$ cat src/rtl/if_prefetch_if.sv
// Fetch-stage bus bundle: stb/ack instruction-memory port, decode-side valid/ready stream and redirect.
// master = fetch stage, slave = the memory/decode/branch environment around it.
interface if_prefetch_if #(
  parameter int XLEN = 32
);
  logic            o_imem_stb;
  logic [XLEN-1:0] o_iaddr;
  logic [XLEN-1:0] i_inst;
  logic            i_imem_ack;
  logic            i_redirect;
  logic [XLEN-1:0] i_redirect_pc;
  logic            o_valid;
  logic            i_ready;
  logic [XLEN-1:0] o_pc;
  logic [XLEN-1:0] o_instr;

  modport master (
    output o_imem_stb, o_iaddr, o_valid, o_pc, o_instr,
    input  i_inst, i_imem_ack, i_redirect, i_redirect_pc, i_ready
  );

  modport slave (
    input  o_imem_stb, o_iaddr, o_valid, o_pc, o_instr,
    output i_inst, i_imem_ack, i_redirect, i_redirect_pc, i_ready
  );
endinterface

$ cat src/rtl/if_prefetch.sv
// Instruction fetch stage: one-outstanding stb/ack fetcher feeding a DEPTH-entry {pc, instr}
// prefetch FIFO, with a redirect that flushes all fetched-but-unconsumed work.
module if_prefetch #(
  parameter int              XLEN     = 32,
  parameter int              DEPTH    = 4,
  parameter logic [XLEN-1:0] PC_RESET = '0,
  parameter logic [XLEN-1:0] NOP      = XLEN'(32'h0000_0013)
) (
  input  logic                     clk,
  input  logic                     rst_n,
  if_prefetch_if.master            bus,
  output logic [1:0]               o_dbg_state,
  output logic [$clog2(DEPTH):0]   o_dbg_count
);
  localparam int AW = $clog2(DEPTH);
  localparam int CW = AW + 1;

  localparam logic [1:0] S_IDLE = 2'd0;
  localparam logic [1:0] S_REQ  = 2'd1;
  localparam logic [1:0] S_DROP = 2'd2;

  logic [1:0]      state_q, state_d;
  logic [XLEN-1:0] fpc_q, fpc_d;
  logic [XLEN-1:0] addr_q, addr_d;
  logic [AW-1:0]   wr_ptr_q, wr_ptr_d;
  logic [AW-1:0]   rd_ptr_q, rd_ptr_d;
  logic [CW-1:0]   count_q, count_d;
  logic [XLEN-1:0] pc_mem_q [DEPTH];
  logic [XLEN-1:0] pc_mem_d [DEPTH];
  logic [XLEN-1:0] instr_mem_q [DEPTH];
  logic [XLEN-1:0] instr_mem_d [DEPTH];

  logic has_space;
  logic ack;
  logic push;
  logic pop;
  logic redir;

  // Decode stream: an entry transfers on every cycle with o_valid & i_ready both high;
  // o_valid never depends on i_ready, and the head holds until that transfer happens.
  assign redir     = bus.i_redirect;
  assign has_space = (count_q < CW'(DEPTH));
  assign ack       = bus.i_imem_ack & (state_q != S_IDLE);
  assign push      = (state_q == S_REQ) & ack & ~redir;
  assign pop       = bus.o_valid & bus.i_ready;

  always_comb begin
    state_d = state_q;
    fpc_d   = fpc_q;
    addr_d  = addr_q;
    case (state_q)
      S_IDLE: begin
        if (!redir && has_space) begin
          state_d = S_REQ;
          addr_d  = fpc_q;
        end
      end
      S_REQ: begin
        if (ack) begin
          state_d = S_IDLE;
          if (!redir) fpc_d = fpc_q + XLEN'(4);
        end else if (redir) begin
          state_d = S_DROP;
        end
      end
      S_DROP: begin
        // The bus request cannot be withdrawn, so wait out its ack and discard it.
        if (ack) state_d = S_IDLE;
      end
      default: state_d = S_IDLE;
    endcase
    if (redir) fpc_d = bus.i_redirect_pc & ~XLEN'(1);
  end

  always_comb begin
    wr_ptr_d = wr_ptr_q;
    rd_ptr_d = rd_ptr_q;
    count_d  = count_q;
    if (push) wr_ptr_d = wr_ptr_q + AW'(1);
    if (pop)  rd_ptr_d = rd_ptr_q + AW'(1);
    case ({push, pop})
      2'b10:   count_d = count_q + CW'(1);
      2'b01:   count_d = count_q - CW'(1);
      default: count_d = count_q;
    endcase
    // A redirect flushes everything, including a push and a pop in this same cycle.
    if (redir) begin
      wr_ptr_d = '0;
      rd_ptr_d = '0;
      count_d  = '0;
    end
  end

  always_comb begin
    pc_mem_d    = pc_mem_q;
    instr_mem_d = instr_mem_q;
    if (push) begin
      pc_mem_d[wr_ptr_q]    = addr_q;
      instr_mem_d[wr_ptr_q] = bus.i_inst;
    end
  end

  always_ff @(posedge clk) begin
    if (!rst_n) begin
      state_q  <= S_IDLE;
      fpc_q    <= PC_RESET;
      addr_q   <= '0;
      wr_ptr_q <= '0;
      rd_ptr_q <= '0;
      count_q  <= '0;
    end else begin
      state_q  <= state_d;
      fpc_q    <= fpc_d;
      addr_q   <= addr_d;
      wr_ptr_q <= wr_ptr_d;
      rd_ptr_q <= rd_ptr_d;
      count_q  <= count_d;
    end
  end

  // Storage is qualified by count, so its contents need no reset.
  always_ff @(posedge clk) begin
    pc_mem_q    <= pc_mem_d;
    instr_mem_q <= instr_mem_d;
  end

  assign bus.o_imem_stb = (state_q != S_IDLE);
  assign bus.o_iaddr    = bus.o_imem_stb ? addr_q : '0;
  assign bus.o_valid    = (count_q != '0);
  assign bus.o_pc       = bus.o_valid ? pc_mem_q[rd_ptr_q] : '0;
  assign bus.o_instr    = bus.o_valid ? instr_mem_q[rd_ptr_q] : NOP;

  assign o_dbg_state = state_q;
  assign o_dbg_count = count_q;
endmodule

$ cat src/flat_wrapper.sv
// flat-port wrapper written by rule: the top's interface ports become plain ports
module if_prefetch_flat 
#(
  parameter int              XLEN     = 32,
  parameter int              DEPTH    = 4,
  parameter logic [XLEN-1:0] PC_RESET = '0,
  parameter logic [XLEN-1:0] NOP      = XLEN'(32'h0000_0013)
)
  (clk, rst_n, o_dbg_state, o_dbg_count, bus_o_imem_stb, bus_o_iaddr, bus_o_valid, bus_o_pc, bus_o_instr, bus_i_inst, bus_i_imem_ack, bus_i_redirect, bus_i_redirect_pc, bus_i_ready);
  if_prefetch_if #(.XLEN(XLEN)) bus_i ();
  input  logic clk;
  input  logic rst_n;
  output logic [1:0] o_dbg_state;
  output logic [$clog2(DEPTH):0] o_dbg_count;
  output wire logic [$bits(bus_i.o_imem_stb)-1:0] bus_o_imem_stb;
  output wire logic [$bits(bus_i.o_iaddr)-1:0] bus_o_iaddr;
  output wire logic [$bits(bus_i.o_valid)-1:0] bus_o_valid;
  output wire logic [$bits(bus_i.o_pc)-1:0] bus_o_pc;
  output wire logic [$bits(bus_i.o_instr)-1:0] bus_o_instr;
  input wire logic [$bits(bus_i.i_inst)-1:0] bus_i_inst;
  input wire logic [$bits(bus_i.i_imem_ack)-1:0] bus_i_imem_ack;
  input wire logic [$bits(bus_i.i_redirect)-1:0] bus_i_redirect;
  input wire logic [$bits(bus_i.i_redirect_pc)-1:0] bus_i_redirect_pc;
  input wire logic [$bits(bus_i.i_ready)-1:0] bus_i_ready;
  assign bus_o_imem_stb = bus_i.o_imem_stb;
  assign bus_o_iaddr = bus_i.o_iaddr;
  assign bus_o_valid = bus_i.o_valid;
  assign bus_o_pc = bus_i.o_pc;
  assign bus_o_instr = bus_i.o_instr;
  assign bus_i.i_inst = bus_i_inst;
  assign bus_i.i_imem_ack = bus_i_imem_ack;
  assign bus_i.i_redirect = bus_i_redirect;
  assign bus_i.i_redirect_pc = bus_i_redirect_pc;
  assign bus_i.i_ready = bus_i_ready;
  if_prefetch #(.XLEN(XLEN), .DEPTH(DEPTH), .PC_RESET(PC_RESET), .NOP(NOP)) u_core (.clk(clk), .rst_n(rst_n), .bus(bus_i), .o_dbg_state(o_dbg_state), .o_dbg_count(o_dbg_count));
endmodule
$ cat config.mk
export PLATFORM = sky130hd
export DESIGN_NAME = if_prefetch_flat
export DESIGN_NICKNAME = d
export VERILOG_FILES = /design/src/rtl/if_prefetch_if.sv /design/src/rtl/if_prefetch.sv /design/src/flat_wrapper.sv
export SDC_FILE = /design/constraint.sdc
export NUM_CORES = 1
export LEC_CHECK = 0
export ABC_AREA = 1
export CORE_MARGIN = 2
export CORE_UTILIZATION = 47
export DETAILED_ROUTE_END_ITERATION = 8
export GPL_TIMING_DRIVEN = 1
export MAX_ROUTING_LAYER = met4
export PLACE_DENSITY = 0.69
export SLEW_MARGIN = 20
export SYNTH_ARGS = -nofsm -noshare
export SYNTH_HDL_FRONTEND = slang
export SYNTH_SLANG_ARGS = --single-unit
$ cat constraint.sdc
create_clock -name clk -period 4.85 [get_ports clk]
set_input_delay 0.97 -clock clk [delete_from_list [all_inputs] [get_ports clk]]
set_output_delay 0.97 -clock clk [all_outputs]
set_load 0.02 [all_outputs]
==> results of run 1 <==
==> metal layers <==
metal	share of wire, %	track usage (%)	wire [um]
met1	46	29.5	14900
met2	47	35.2	15400
met3	5.5	3.37	1780
met4	1.7	5.39	557
met5	0	-	0
==> layout make-up <==
cell class | count | area [um2] | area share [%]
clock buffer | 45 | 997 | 5.89
clock inverter | 17 | 185 | 1.09
inverter | 85 | 322 | 1.90
multi-input combinational | 859 | 4040 | 23.9
sequential | 323 | 8990 | 53.2
tap | 384 | 480 | 2.84
timing repair buffer | 192 | 1900 | 11.2
==> where the power goes <==
part	leakage (nW)	switching (W)	total [W]	internal, W
logic	2.36	0.000181	0.000312	0.000131
clock network	0.579	0.00102	0.00268	0.00166
registers	2.86	0.0000635	0.00311	0.00304
total	5.80	0.00126	0.00610	0.00484
==> kinds of logic (layout without fill, tap and decap cells) <==
family | Yosys count | count (layout) | share of synthesized area [%]
flip-flops | 323 | 323 | 65.9
buffers and inverters | 157 | 339 | 4.81
AO/OA/AOI/OAI | 315 | 315 | 11.9
adder cells (fa/ha/maj) | 7 | 7 | 0.697
AND/OR/NAND/NOR | 525 | 525 | 16.0
other | 1 | 2 | 0.0275
XOR/XNOR | 10 | 10 | 0.642
==> path summary, 6_finish.rpt <==
check                           slack, ns             startpoint  depth (start not counted)                to
worst max-delay path                 0.86     u_core.rd_ptr_q[0]                          7    bus_o_instr[4]
worst min-delay path                 0.50       u_core.fpc_q[30]                          2  u_core.fpc_q[30]
worst max register to register       2.19  u_core.o_dbg_state[1]                          8  u_core.addr_q[1]
worst min register to register       0.50       u_core.fpc_q[30]                          2  u_core.fpc_q[30]
==> registers in the layout, indices dropped and copies added, names as in the netlist <==
register / cells
u_core.rd_ptr_q: 2
u_core.o_dbg_count: 3
u_core.fpc_q: 31
u_core.addr_q: 31
u_core.o_dbg_state: 2
u_core.instr_mem_q: 128
u_core.wr_ptr_q: 2
u_core.pc_mem_q: 124
==> placed cells by master, fill, tap and decap left out, drive strengths merged, types with 2 or more instances in the layout <==
cell type,synthesis,layout
dfxtp,71,71
xor2,5,5
and2,2,2
buf,37,24
a211oi,2,2
clkinv,1,12
a22o,3,3
edfxtp,252,252
inv,84,84
clkbuf,34,45
nand2,124,124
xnor2,5,5
a21oi,121,121
nand3,30,30
ha,6,6
nand4,2,2
conb,1,2
a31oi,7,7
clkdlybuf4s50,0,168
bufinv,0,4
clkinvlp,0,2
nor3,6,6
o21ai,176,176
nor2,359,359
a22oi,2,2
o311ai,3,3
==> synthesized netlist by cell type (2+ instances only) <==
master,n
buf_1,2
nand2_1,116
o311ai_0,3
xor2_1,5
inv_2,6
nand2_4,4
xnor2_1,5
inv_1,77
nor2_4,8
ha_1,6
o21ai_1,20
and2_1,2
dfxtp_1,71
nand3_1,29
a21oi_1,119
a21oi_2,2
clkbuf_1,34
nor2_1,343
nand2_2,4
nor2_2,7
a31oi_1,7
a22oi_1,2
nor3_1,4
o21ai_0,156
a211oi_1,2
nand4_1,2
buf_2,30
a22o_1,3
buf_4,4
edfxtp_1,252
==> worst max-delay path, delay by kind of cell (launching register included) <==
kind / cells / cell delay [ns]
AO/OA/AOI/OAI: 2 / 0.26
buffers and inverters: 3 / 1.17
flip-flops: 1 / 0.90
AND/OR/NAND/NOR: 2 / 0.17
==> per-stage QoR <==
stage,cells,total power (W),hold WS (ns),util (%)
6_report,1905,0.00610,0.504,59.1
4_1_cts,1905,0.00614,0.502,59.1
2_1_floorplan,1339,0.00331,0.459,-
3_5_place_dp,1843,0.00347,0.492,55.0
5_1_grt,1905,0.00630,0.529,59.1
3_3_place_gp,1843,0.00347,0.478,55.0
==> flow_summary_export.csv, run 1 <==
group,metric,value,unit
drt,drtIter0Drc,804,
setup_path,critPathKind,"flop to output port",
setup_path,crit_path_start_kind,"flop",
cts,cts_max_level,2,
cts,cts_tree,"built",
min_path,hold_class,"flop to flop",
run,drv_cap,0,
finish,antennaDiodeCount,0,
grt,grt_pass1_wl,50900,um
finish,drive_above_1_share,7.96,%
finish,fin_area,16900,um2
floorplan,core_area,28600,um2
sta,slew_violations,0,
drt,via_count,9824,
setup_path,worst_ep_required_time,3.88,ns
cts,cts_setup_buffers,0,
sta,min_period_over_period,82.4,%
finish,fillCellCount,2375,
cts,cts_buffer_depth,3,
drt,wl,32600,um
cts,holdBufCountCts,0,
logic_synthesis,synth_edf_count,252,
sta,worst_pin_slew,0.884,ns
setup_path,crit_chain,"inv_2 > buf_12 > nor2_1 > nor2_1 > o21ai_0 > o311ai_0 > clkdlybuf4s50_1",
sta,setup_viol,0,
floorplan,start_util,47.7,%
cts,path_clk_slew,0.06,ns
pwr,p_leak,5.80,nW
placed_design,place_ws,1.34,ns
sta,setup-tns-final,0,ns
floorplan,die_h,174,um
floorplan,die_area,30400,um2
pwr,power.density,360,nW/um2
cts,clk_latency,0.51,ns
setup_path,slowest_stage,"dfxtp_4",
logic_synthesis,synth_ff_type,"edfxtp_1",
drt,final_antenna_net_count,0,
outcome,outcome,"finished, final reports clean",
grt,grt_max_degree,77,
logic_synthesis,synth_top_area_share,55.5,%
drt,drc,0,
finish,nNetsFinal,1571,
grt,grt_usage,21.9,%
setup_path,critPathMostFrequentCell,"nor2_1",
logic_synthesis,netlist_top_cells_area,"edfxtp_1, dfxtp_1, nor2_1",
sta,finClkSkew,0.0232,ns
pwr,ir_drop,0.198,mV
cts,cts_resized,0,
sta,max_freq,250,MHz
floorplan,rows,62,
setup_path,cp_max_fo,76,
drt,viasPerCell,5.16,
placed_design,globalplace.congestion,0.916,
setup_path,worstPathArrival,3.02,ns
placed_design,placedInstanceArea,15700,um2
grt,grt_pass1_vias,9417,
logic_synthesis,synthCells,1338,
cts,numCtsBuffers,34,
sta,slew_headroom,41.1,%
logic_synthesis,synth_seq_area_share,65.9,%
logic_synthesis,synth.distinct_cells,43,
setup_path,max_stage_delay,0.90,ns
sta,timing.final.ws_setup,0.855,ns
placed_design,dp_hpwl,19800,um
cts,root_buffer,"clkbuf_16",
floorplan,die_w,174,um
floorplan,io_pins,172,
logic_synthesis,syn_avg_cell_area,10.2,um2
cts,cts_sinks,323,
drt,post_drt_wl_per_cell,17.1,um
logic_synthesis,yosys_warnings,0,
logic_synthesis,synthArstFlopShare,0,%
logic_synthesis,ys_seq_elements,323,
logic_synthesis,syn_area,13600,um2
sta,hold_violations,0,
placed_design,io_buffers,168,
sta,rsz0062_at_grt,"false",
finish,area_growth,24.0,%
drt,drt_pass1_iterations,6,
grt,antenna_found_initial,0,
sta,fin_crit,3.99,ns
logic_synthesis,yosysTopAreaCell,"edfxtp_1",
grt,gr-total-overflow,0,
setup_path,endpoint_kind,"output port",
Power figures use the tool's default switching activity.
==> run 2, diff against run 1 <==
--- a/config.mk
+++ b/config.mk
@@ -11,7 +11,7 @@
 export DETAILED_ROUTE_END_ITERATION = 8
 export GPL_TIMING_DRIVEN = 1
 export MAX_ROUTING_LAYER = met4
-export PLACE_DENSITY = 0.69
+export PLACE_DENSITY = 0.72
 export SLEW_MARGIN = 20
 export SYNTH_ARGS = -nofsm -noshare
 export SYNTH_HDL_FRONTEND = slang
==> constraint.sdc (replaced) <==
create_clock -name clk -period 3.6 [get_ports clk]
set_input_delay 0.72 -clock clk [delete_from_list [all_inputs] [get_ports clk]]
set_output_delay 0.72 -clock clk [all_outputs]
set_load 0.02 [all_outputs]
==> run 2 against run 1 <==
Global-route usage barely moved. Combinational power rose by 36%. Count of clock-buffer cells in the layout rose by 5. First-iteration DRC count rose by 3.6%. Via count rose by 2.5%. Clock power rose by 28%. Critical path type unchanged. Largest cell class unchanged. Largest power group unchanged. Highest routed layer unchanged.
==> flow_summary_export.csv, run 2 (synthesis gave the netlist of run 1 again) <==
group,metric,value,unit
outcome,outcome,"finished, final reports clean",
finish,nNetsFinal,1574,
finish,top_regs,"u_core.instr_mem_q x128, u_core.pc_mem_q x124",
finish,layout_common_cells,"nor2_1, edfxtp_1, clkdlybuf4s50_1, o21ai_0, a21oi_1",
cts,path_clk_slew,0.06,ns
drt,drc,0,
placed_design,globalplace.congestion,0.970,
cts,cts_tree,"built",
setup_path,endpoint_kind,"output port",
floorplan,die_h,174,um
sta,min_period_over_period,91.1,%
finish,largest-register,"u_core.instr_mem_q",
grt,antenna_found_initial,1,
grt,grt_max_degree,65,
grt,grt_pass1_vias,9854,
drt,via_count,10100,
setup_path,worst-path-buf-inv,3,
finish,layout_commonest_cell,"nor2_1",
cts,cts_buffer_depth,3,
sta,setup_viol,0,
finish,post-route-util,59.3,%
pwr,power.density,474,nW/um2
sta,finClkSkew,0.0175,ns
drt,drt_pass1_iterations,7,
setup_path,crit_path_start_kind,"flop",
grt,gr-total-overflow,0,
setup_path,crit_chain,"nor3_4 > buf_12 > inv_1 > o311ai_0 > clkdlybuf4s50_1",
grt,grt_pass1_wl,51200,um
finish,drive_above_1_share,7.49,%
pwr,ir_drop,0.248,mV
drt,final_antenna_net_count,0,
setup_path,slowest_stage,"clkdlybuf4s50_1",
drt,viasPerCell,5.28,
run,drv_cap,0,
placed_design,dp_hpwl,20500,um
setup_path,max_stage_delay,0.66,ns
floorplan,core_area,28600,um2
floorplan,die_area,30400,um2
floorplan,die_w,174,um
cts,cts_sinks,323,
cts,cts_resized,0,
sta,rsz0062_at_grt,"false",
min_path,hold_class,"flop to flop",
placed_design,place_ws,0.600,ns
setup_path,worstPathArrival,2.56,ns
pwr,p_leak,5.80,nW
floorplan,io_pins,172,
cts,root_buffer,"clkbuf_16",
sta,max_freq,305,MHz
drt,post_drt_wl_per_cell,17.3,um
finish,largest_reg_flops,128,
sta,timing.final.ws_setup,0.321,ns
placed_design,io_buffers,168,
cts,cts_max_level,2,
sta,slew_violations,0,
finish,area_growth,24.3,%
cts,numCtsBuffers,34,
drt,drtIter0Drc,833,
sta,hold_violations,0,
floorplan,rows,62,
setup_path,critical_path.top_delay_family,"buffers and inverters",
setup_path,cp_max_fo,58,
sta,slew_headroom,46.0,%
sta,worst_pin_slew,0.810,ns
floorplan,start_util,47.7,%
setup_path,critPathKind,"flop to output port",
grt,grt_usage,22.0,%
cts,clk_latency,0.50,ns
sta,fin_crit,3.28,ns
setup_path,worst_ep_required_time,2.88,ns
cts,holdBufCountCts,0,
drt,wl,32900,um
run 2: cell types whose count changed in the layout (fill, tap and decap cells not counted), moves of 2 or more:
cell,delta
clkinv_2,-3
clkbuf_1,+8
buf_4,-6
clkbuf_8,-2
clkinvlp_4,-2
buf_12,+8
run 2: layer usage:
layer | up-vias | GRT usage, % | routed length (um)
met5 | - | - | 0
met4 | 0 | 6.27 | 803
met3 | 61 | 3.85 | 2380
met2 | 390 | 36.6 | 16000
met1 | 4745 | 27.7 | 13800
li1 | 4869 | - | -
run 2: final cells by class:
class / count / area, um2
Fill cell: 2336 / 11700
Sequential cell: 323 / 8990
Multi-Input combinational cell: 859 / 4040
Timing Repair Buffer: 195 / 2030
Clock buffer: 50 / 975
Tap cell: 384 / 480
Inverter: 85 / 323
Clock inverter: 10 / 120
Antenna cell: 1 / 2.50
run 2: timing repair:
item	4_1_cts	5_1_grt
endpoints found under the hold margin	0	0
endpoints found under the setup margin	0	1
setup buffers	0	1
run 2: worst paths after layout:
check	startpoint	end	slack (ns)	cells after the start
min	u_core.fpc_q[31]	u_core.addr_q[31]	0.49	2
max	u_core.o_dbg_count[2]	bus_o_instr[4]	0.32	5
max reg2reg	u_core.o_dbg_count[2]	u_core.o_dbg_count[1]	1.00	8
min reg2reg	u_core.fpc_q[31]	u_core.addr_q[31]	0.49	2
run 2: per-stage QoR:
stage	power (W)	cell area [um2]	hold WS, ns	TNS [ns]	cells
2_1_floorplan	0.00446	13700	0.459	-168.29	1339
3_3_place_gp	0.00467	15900	0.477	0	1845
3_5_place_dp	0.00468	15900	0.482	0	1845
4_1_cts	0.00809	16900	0.493	0	1905
5_1_grt	0.00830	17000	0.532	0	1907
6_report	0.00804	17000	0.492	0	1907
run 2: tightest hold or removal path: stages, from the launching register on:
cell and delay, ns:
dfxtp_1 0.31, inv_1 0.08, a21oi_1 0.06
run 2: report_power, final:
part           switching [W]  leakage (nW)  internal [W]
Sequential         0.0000841          2.86       0.00410
Clock                0.00134         0.532       0.00209
Combinational       0.000245          2.41      0.000180
==> run 3, diff against run 2 <==
--- a/config.mk
+++ b/config.mk
@@ -7,11 +7,11 @@
 export LEC_CHECK = 0
 export ABC_AREA = 1
 export CORE_MARGIN = 2
-export CORE_UTILIZATION = 47
+export CORE_UTILIZATION = 50
 export DETAILED_ROUTE_END_ITERATION = 8
 export GPL_TIMING_DRIVEN = 1
 export MAX_ROUTING_LAYER = met4
-export PLACE_DENSITY = 0.72
+export PLACE_DENSITY = 0.76
 export SLEW_MARGIN = 20
 export SYNTH_ARGS = -nofsm -noshare
 export SYNTH_HDL_FRONTEND = slang
==> run 3 against run 2 <==
Routed wire length down 2.0%. Utilization up 3.5 points. Worst hold slack better by 0.016 ns. Sequential cell count unchanged. Combinational power about the same. Register-to-register slack better by 0.23 ns. Clock skew down 0.0092 ns. Highest routed layer unchanged.
==> flow_summary_export.csv, run 3 (synthesis gave the netlist of run 1 again) <==
group,metric,value,unit
drt,drc,0,
grt,grt_pass1_vias,9497,
pwr,power.density,469,nW/um2
drt,viasPerCell,5.33,
floorplan,die_w,169,um
cts,cts_max_level,2,
placed_design,place_ws,0.642,ns
finish,top_regs,"u_core.instr_mem_q x128, u_core.pc_mem_q x124",
min_path,hp-start,"u_core.fpc_q[30]",
cts,path_clk_slew,0.06,ns
setup_path,critPathLaunch,"u_core.rd_ptr_q[0]",
finish,largest_reg_flops,128,
pwr,combPwrFrac,5.3,%
pwr,p_sw,0.00169,W
pwr,ir_drop,0.324,mV
drt,post_drt_wl_per_cell,17.4,um
drt,wl,32300,um
drt,final_antenna_net_count,0,
setup_path,cp_max_fo,72,
drt,drtIter0Drc,1029,
setup_path,endpoint_kind,"output port",
setup_path,crit_path_start_kind,"flop",
sta,hold_violations,0,
placed_design,globalplace.congestion,0.924,
placed_design,placedInstanceArea,15800,um2
sta,slew_headroom,45.6,%
finish,fin_area,16900,um2
sta,rsz0062_at_grt,"false",
finish,nNetsFinal,1571,
pwr,swShare,21.4,%
cts,clk_latency,0.50,ns
grt,grt_max_degree,73,
grt,grt_usage,23.2,%
sta,slew_violations,0,
finish,drive_above_1_share,7.70,%
run,drv_cap,0,
floorplan,io_pins,172,
placed_design,dp_hpwl,20000,um
sta,setup_viol,0,
sta,timing.final.ws_setup,0.187,ns
cts,root_buffer,"clkbuf_16",
sta,fin_crit,3.41,ns
finish,largest-register,"u_core.instr_mem_q",
pwr,pwr-share-clk,41.8,%
finish,layout_commonest_cell,"nor2_1",
finish,layout_common_cells,"nor2_1, edfxtp_1, clkdlybuf4s50_1, o21ai_0, a21oi_1",
drt,drt_pass1_iterations,5,
sta,max_freq,293,MHz
finish,area_growth,23.6,%
cts,numCtsBuffers,34,
grt,antenna_found_initial,0,
cts,cts_tree,"built",
floorplan,die_h,169,um
sta,finClkSkew,0.00834,ns
finish,antennaDiodeCount,0,
floorplan,core_area,26900,um2
grt,grt_pass1_wl,50200,um
sta,min_period_over_period,94.8,%
cts,holdBufCountCts,0,
pwr,seq_power_share,52.8,%
sta,setup-tns-final,0,ns
pwr,p_leak,5.78,nW
placed_design,io_buffers,168,
floorplan,rows,60,
min_path,hold_class,"flop to flop",
finish,post-route-util,62.7,%
grt,gr-total-overflow,0,
outcome,outcome,"finished, final reports clean",
setup_path,critPathKind,"flop to output port",
drt,via_count,9925,
setup_path,worstPathArrival,2.69,ns
pwr,internal-power,0.00622,W
floorplan,die_area,28600,um2
floorplan,start_util,50.8,%
cts,cts_buffer_depth,3,
cts,cts_sinks,323,
setup_path,r2r_start,"u_core.o_dbg_count[2]",
sta,worst_pin_slew,0.815,ns
setup_path,worst_ep_required_time,2.88,ns
[run 3: cell type report]
type                            count  area (um2)
Sequential cell                   323        8990
Multi-Input combinational cell    859        4040
Clock inverter                     17         113
Timing Repair Buffer              192        2010
Tap cell                          341         427
Inverter                           85         324
Fill cell                        2073       10000
Clock buffer                       44         952
[run 3: path summary, 6_finish.rpt]
kind | to | slack, ns | cells after the start
worst max-delay path | bus_o_pc[11] | 0.19 | 6
worst min-delay path | u_core.fpc_q[30] | 0.51 | 2
worst max register to register | u_core.o_dbg_count[1] | 1.23 | 8
worst min register to register | u_core.fpc_q[30] | 0.51 | 2
[run 3: routing by layer]
metal	global-route usage (%)	wire length, um	up-vias
li1	-	-	4867
met3	3.59	2230	42
met5	-	0	-
met4	6.17	556	0
met2	38.4	15800	360
met1	30.1	13700	4656
[run 3: power groups by stage]
stage | combinational (W) | sequential (W) | clock, W
2_1_floorplan | 0.000228 | 0.00423 | 0
3_3_place_gp | 0.000412 | 0.00425 | 0
3_5_place_dp | 0.000421 | 0.00426 | 0
4_1_cts | 0.000425 | 0.00418 | 0.00337
5_1_grt | 0.000465 | 0.00419 | 0.00353
6_report | 0.000423 | 0.00418 | 0.00331
[run 3: metrics by stage]
step	hold slack (ns)	cells	total power [W]
after floorplan	0.459	1339	0.00446
after global placement	0.478	1800	0.00467
after detailed placement	0.494	1800	0.00468
after CTS	0.503	1861	0.00797
after global routing	0.537	1861	0.00819
final	0.507	1861	0.00792
[run 3: timing repair]
item | 4_1_cts | 5_1_grt
resized for setup | 0 | 2
setup buffers | 0 | 0
endpoints found under the setup margin | 0 | 2
[run 3: worst max-delay path, stage by stage (launching register included)]
cell and delay [ns]:
dfxtp_4 0.58, buf_12 0.34, nor2_1 0.10, nor2_1 0.10, o21ai_0 0.10, a21oi_1 0.25, clkdlybuf4s50_1 0.65
